## src/rtl/dmem_ctrl_pkg.sv

```systemverilog
// Shared types and constants for the data-memory access controller.
// Holds the FSM state encoding, the requester identity and the legal read-latency range.
package dmem_ctrl_pkg;

  typedef enum logic [1:0] {
    IDLE  = 2'd0,
    ISSUE = 2'd1,
    WAIT  = 2'd2,
    RESP  = 2'd3
  } state_t;

  typedef enum logic {
    OWN_CPU = 1'b0,
    OWN_DBG = 1'b1
  } owner_t;

  localparam int RD_LAT_MIN = 1;
  localparam int RD_LAT_MAX = 4;

endpackage

```

## src/rtl/dmem_arb_pick.sv

```systemverilog
// cpu/dbg priority decision with a starvation counter that forces a dbg grant
// after STARVE_MAX consecutive cpu wins while dbg is waiting.
module dmem_arb_pick
  import dmem_ctrl_pkg::*;
#(
  parameter int STARVE_MAX = 4
) (
  input  logic   clk,
  input  logic   reset,
  input  logic   arb_en,
  input  logic   cpu_req,
  input  logic   dbg_req,
  output logic   grant,
  output owner_t owner
);

  localparam int CNT_W = (STARVE_MAX > 0) ? $clog2(STARVE_MAX + 1) : 1;
  localparam logic [CNT_W-1:0] STARVE_LIM = CNT_W'(STARVE_MAX);

  logic [CNT_W-1:0] starve_cnt;

  // NOTE: every output of a combinational block gets a default first, so no path
  // through the block leaves it unassigned and no latch is inferred.
  always_comb begin
    grant = cpu_req | dbg_req;
    owner = OWN_CPU;
    if (dbg_req && (!cpu_req || starve_cnt == STARVE_LIM)) owner = OWN_DBG;
  end

  // The counter only moves on arbitration cycles; outside IDLE it is frozen.
  // NOTE: sequential state is written with non-blocking assignments only, so all
  // flops in the design update together on the edge regardless of block order.
  always_ff @(posedge clk or negedge reset) begin
    if (!reset) begin
      starve_cnt <= '0;
    end else if (arb_en) begin
      if (!dbg_req || owner == OWN_DBG) starve_cnt <= '0;
      else if (starve_cnt != STARVE_LIM) starve_cnt <= starve_cnt + 1'b1;
    end
  end

endmodule

```

## src/rtl/dmem_access_ctrl.sv

```systemverilog
// Shares one single-port data memory between the MEM stage (cpu) and a debug loader (dbg),
// one access at a time: IDLE -> ISSUE -> [WAIT x RD_LAT for reads] -> RESP -> IDLE.
module dmem_access_ctrl
  import dmem_ctrl_pkg::*;
#(
  parameter int ADDR_W     = 32,
  parameter int DATA_W     = 32,
  parameter int RD_LAT     = 1,
  parameter int STARVE_MAX = 4
) (
  input  logic              clk,
  input  logic              reset,
  input  logic              cpu_req,
  input  logic              cpu_we,
  input  logic [ADDR_W-1:0] cpu_addr,
  input  logic [DATA_W-1:0] cpu_wdata,
  output logic [DATA_W-1:0] cpu_rdata,
  output logic              cpu_done,
  output logic              cpu_stall,
  input  logic              dbg_req,
  input  logic              dbg_we,
  input  logic [ADDR_W-1:0] dbg_addr,
  input  logic [DATA_W-1:0] dbg_wdata,
  output logic [DATA_W-1:0] dbg_rdata,
  output logic              dbg_done,
  output logic              mem_re,
  output logic              mem_we,
  output logic [ADDR_W-1:0] mem_addr,
  output logic [DATA_W-1:0] mem_wdata,
  input  logic [DATA_W-1:0] mem_rdata
);

  if (RD_LAT < RD_LAT_MIN || RD_LAT > RD_LAT_MAX) begin : g_bad_rd_lat
    $error("dmem_access_ctrl: RD_LAT must lie in 1..4");
  end

  localparam logic [2:0] WAIT_INIT = 3'(RD_LAT - 1);

  state_t            state;
  owner_t            owner_q;
  logic              we_q;
  logic [2:0]        wait_cnt;
  logic              grant;
  owner_t            grant_owner;
  logic              sel_we;
  logic [ADDR_W-1:0] sel_addr;
  logic [DATA_W-1:0] sel_wdata;

  dmem_arb_pick #(.STARVE_MAX(STARVE_MAX)) u_arb (
    .clk     (clk),
    .reset   (reset),
    .arb_en  (state == IDLE),
    .cpu_req (cpu_req),
    .dbg_req (dbg_req),
    .grant   (grant),
    .owner   (grant_owner)
  );

  always_comb begin
    sel_we    = cpu_we;
    sel_addr  = cpu_addr;
    sel_wdata = cpu_wdata;
    if (grant_owner == OWN_DBG) begin
      sel_we    = dbg_we;
      sel_addr  = dbg_addr;
      sel_wdata = dbg_wdata;
    end
  end

  // NOTE: the datapath latches and read-data registers are reset along with the
  // control state, because every one of them is a visible output that must read 0
  // the moment reset asserts, even mid-access.
  always_ff @(posedge clk or negedge reset) begin
    if (!reset) begin
      state     <= IDLE;
      owner_q   <= OWN_CPU;
      we_q      <= 1'b0;
      wait_cnt  <= '0;
      mem_re    <= 1'b0;
      mem_we    <= 1'b0;
      mem_addr  <= '0;
      mem_wdata <= '0;
      cpu_done  <= 1'b0;
      dbg_done  <= 1'b0;
      cpu_rdata <= '0;
      dbg_rdata <= '0;
    end else begin
      case (state)
        IDLE: begin
          if (grant) begin
            state     <= ISSUE;
            owner_q   <= grant_owner;
            we_q      <= sel_we;
            mem_addr  <= sel_addr;
            mem_wdata <= sel_wdata;
            mem_re    <= ~sel_we;
            mem_we    <= sel_we;
          end
        end
        ISSUE: begin
          mem_re <= 1'b0;
          mem_we <= 1'b0;
          if (we_q) begin
            state    <= RESP;
            cpu_done <= (owner_q == OWN_CPU);
            dbg_done <= (owner_q == OWN_DBG);
          end else begin
            state    <= WAIT;
            wait_cnt <= WAIT_INIT;
          end
        end
        WAIT: begin
          // Last WAIT cycle is when the memory's read data is valid.
          if (wait_cnt == '0) begin
            state    <= RESP;
            cpu_done <= (owner_q == OWN_CPU);
            dbg_done <= (owner_q == OWN_DBG);
            if (owner_q == OWN_CPU) cpu_rdata <= mem_rdata;
            else                    dbg_rdata <= mem_rdata;
          end else begin
            wait_cnt <= wait_cnt - 1'b1;
          end
        end
        RESP: begin
          state     <= IDLE;
          cpu_done  <= 1'b0;
          dbg_done  <= 1'b0;
          mem_addr  <= '0;
          mem_wdata <= '0;
        end
        default: state <= IDLE;
      endcase
    end
  end

  assign cpu_stall = cpu_req & ~cpu_done;

endmodule

```

## config.mk

```make
export PLATFORM = sky130hd
export DESIGN_NAME = dmem_access_ctrl
export DESIGN_NICKNAME = d
export VERILOG_FILES = /design/src/rtl/dmem_ctrl_pkg.sv /design/src/rtl/dmem_arb_pick.sv /design/src/rtl/dmem_access_ctrl.sv
export SDC_FILE = /design/constraint.sdc
export NUM_CORES = 1
export LEC_CHECK = 0
export ABC_AREA = 1
export ABC_CLOCK_PERIOD_IN_PS = 1400
export BUFFER_PORTS_ARGS = -buffer_cell sky130_fd_sc_hd__clkbuf_2
export CAP_MARGIN = 20
export CELL_PAD_IN_SITES_DETAIL_PLACEMENT = 1
export CELL_PAD_IN_SITES_GLOBAL_PLACEMENT = 1
export CORE_UTILIZATION = 31
export CTS_CLUSTER_DIAMETER = 40
export DETAILED_ROUTE_END_ITERATION = 12
export PLACE_DENSITY_LB_ADDON = 0.25
export SETUP_SLACK_MARGIN = 0.15
export SKIP_LAST_GASP = 1
export SLEW_MARGIN = 20
export SYNTH_ARGS = -nofsm -noshare
export SYNTH_HDL_FRONTEND = slang
export SYNTH_SLANG_ARGS = --single-unit
```

## constraint.sdc

```tcl
create_clock -name clk -period 1.4 [get_ports clk]
set_input_delay 0.28 -clock clk [delete_from_list [all_inputs] [get_ports clk]]
set_output_delay 0.28 -clock clk [all_outputs]
set_load 0.01 [all_outputs]
```

==> results.toml <==
[status]
run_status = "finished with violations"
violations = "setup timing"

[timing]
fin_crit_sh_pct = 115
setup_viol = 135
grt_setup_unrepaired = "yes"
worst_pin_slew_ns = 0.454
slew_violations = 0
hold_violations = 0
fmax_mhz = 623
finalSetupTns_ns = -19.13
setup_ws_ns = -0.205
skew_ns = 0.0109
min_period_ns = 1.61
max_slew_margin_pct = 69.7

[pwr]
power_frac_seq_pct = 28.2
p_int_mw = 14.8
ir_worst_vdd_mv = 0.942
total_power_mw = 24.8
switching_share_pct = 40.5
pwr-share-clk_pct = 18.7
p_sw_mw = 10.0
p_leak_nw = 6.19
p_per_area_mw_per_mm2 = 2110
pwr-share-comb_pct = 53.2

[worst_setup_path]
path_class = "reg -> reg"
cp_slowest_cell = "dfrtp_2"
rrSetupSlack_ns = -0.21
max_stage_delay_ns = 0.45
cp_max_fo = 8
path_cells = "inv_4, ha_4, o21ai_4, nor2_4, buf_12, clkbuf_16, nand3_1, o21ai_2"
rr_startpoint = "state[0]"
cp.arrival_ns = 1.96
crit_required_ns = 1.76
rr_endpoint = "mem_wdata[12]"
reg2regPathDepth = 8
crit_path_end_kind = "flop"
startpoint_type = "flop"

[yosys]
synthAdderAreaFrac_pct = 1.60
ys_seq_elements = 142
async_flop_share_pct = 100
syn-num-nets = 999
synth_most_common_cell = "inv_1"
synth_top_area_share_pct = 50.4
muxShareOfSynthArea_pct = 0
syn_area_sq_mm = 0.00705
synth_xor_area_share_pct = 0.248
yosysUniqueCellTypes = 20
synth_compound_area_share_pct = 13.8
ys_seq_area_share_pct = 50.4
synth_edf_count = 0
syn_area_per_cell_sq_um = 8.56
ys_warn_count = 0
synth_top_family_by_area = "simple AND/OR/NAND/NOR gates"
syn_inst = 824
synth_flop_cell = "dfrtp_1"
synth_common_cells = "177 x inv_1, 154 x nand2_1, 142 x dfrtp_1"
yosys.area_share.simple_pct = 20.9
yosysTopAreaCell = "dfrtp_1"
synthTopCellsByArea = "dfrtp_1 50%, inv_1 9.4%, nand2_1 8.2%"

[layout]
fin_nets = 1408
area_delta_synth_final_pct = 66.6
multiInputGateArea_sq_mm = 0.00327
fill_cells = 2586
seq_area_sq_mm = 0.00355
fin_cells = 1528
layout-drive-gt1-share_pct = 50.1

[floorplanning]
floorplan.die_area_sq_mm = 0.0234
die_h_microns = 153
core_area_sq_mm = 0.0221
num_io_pins = 299
row_count = 54
initial_core_util_pct = 31.9
die_w_microns = 153

[cts]
clockRootBuffer = "clkbuf_16"
cts-buffers-inserted = 17
cts_buffer_depth = 2
cts_max_level = 4
cts_sinks = 142
clock_latency_ns = 0.43
cts_tree = "done"
clk_pin_slew_ns = 0.08

[route]
drt_first_pass_iters = 6
drt_iter0_markers = 274
wl_microns = 27400
viasPerCell = 4.73
wl_per_cell_microns = 17.9
ant_nets = 0
dr_total_vias = 7233
drcViolationCount = 0

[placement]
pre_cts_ws_ns = -0.166
placed_cells = 1414
hpwlAfterDp_microns = 17300
io_buffers = 298
place_congestion = 0.757

[run]
timing.max_cap.violations = 0

[global_routing]
grt.total_usage_pct = 21.0
grt_max_degree = 58
antenna_found_initial = 2
grt_pass1_wl_microns = 38500
overflow = 0
grt_pass1_vias = 7250

[worst_hold_path]
min_from = "mem_rdata[22]"
hold_depth = 3
hold_path.class = "in -> reg"
min_to = "dbg_rdata[22]"
==> stage by stage <==
stage | hold WS [ns] | util (%) | area (sq um)
3_3_place_gp | 0.237 | 42.6 | 9400
6_report | 0.0833 | 53.2 | 11700
5_1_grt | 0.0748 | 53.2 | 11700
3_5_place_dp | 0.234 | 42.6 | 9400
2_1_floorplan | -0.0156 | - | 7250
4_1_cts | 0.0686 | 47.0 | 10400
==> cell usage in the layout, fill, tap and decap left out, drive strengths merged <==
master       count
diode            2
nand3           70
a21oi            3
nand4            1
nor2            10
clkbuf         292
nand2          156
clkinv           6
dfrtp          142
nand3b          64
xor2             2
o21ai          143
dlygate4sd3      1
inv            186
buf            161
ha               9
==> worst max-delay path by stage <==
stage / startpoint / endpoint / slack, ns
2_1_floorplan: state[0] / mem_addr[0] / 0.01
3_3_place_gp: state[0] / mem_addr[11] / -0.11
3_5_place_dp: state[0] / mem_wdata[14] / -0.17
4_1_cts: state[0] / mem_wdata[4] / -0.13
5_1_grt: state[0] / mem_wdata[12] / -0.27
6_report: state[0] / mem_wdata[12] / -0.21
==> registers in the layout (all words and copies together) (netlist names) <==
name,count
cpu_done,1
cpu_rdata,32
dbg_done,1
dbg_rdata,32
mem_addr,32
mem_re,1
mem_wdata,32
mem_we,1
owner_q,1
state,2
u_arb.starve_cnt,3
wait_cnt,3
we_q,1
==> critical path: cells and delay by family (launching register included) <==
| family | cells | cell delay (ns) |
|---|---|---|
| AO/OA/AOI/OAI | 2 | 0.15 |
| AND/OR/NAND/NOR | 2 | 0.29 |
| flip-flops | 1 | 0.45 |
| adder cells (fa/ha/maj) | 1 | 0.17 |
| buffers and inverters | 3 | 0.48 |
==> routing by layer <==
layer  track usage (%)  routed length, microns  up-vias
met3              4.31                    1180       47
li1                  -                       -     3403
met5                 0                       0        -
met4              8.42                     745        0
met1              25.2                   11000     3571
met2              36.8                   14500      212
==> kinds of logic (layout without fill, tap and decap cells) <==
logic type | after synthesis | count (layout)
flops | 142 | 142
compound gates | 146 | 146
other cells | 0 | 2
fa+ha+maj | 9 | 9
buf+inv | 224 | 646
simple gates | 301 | 301
xor+xnor | 2 | 2
==> timing repair <==
item,4_1_cts,5_1_grt
hold buffers,1,0
setup buffers,23,43
gates cloned,1,12
endpoints found under the setup margin,186,258
hold endpoints to repair,27,0
resized for setup,42,189
pin swaps,8,36
==> power groups by stage <==
stage	Combinational (mW)	Clock, mW	Sequential [mW]
after floorplan	4.79	0	7.57
after global placement	9.40	0	6.84
after detailed placement	9.67	0	6.90
after CTS	10.6	4.73	6.85
after global routing	14.2	4.89	7.17
final	13.2	4.63	6.98
==> layout make-up <==
cell class,instances,area share (%)
Sequential cell,142,30.3
Timing Repair Buffer,437,28.0
Multi-Input combinational cell,458,27.8
Inverter,177,5.70
Clock buffer,17,3.62
Tap cell,280,2.98
Clock inverter,15,1.57
Antenna cell,2,0.0426
Power figures use the tool's default switching activity.
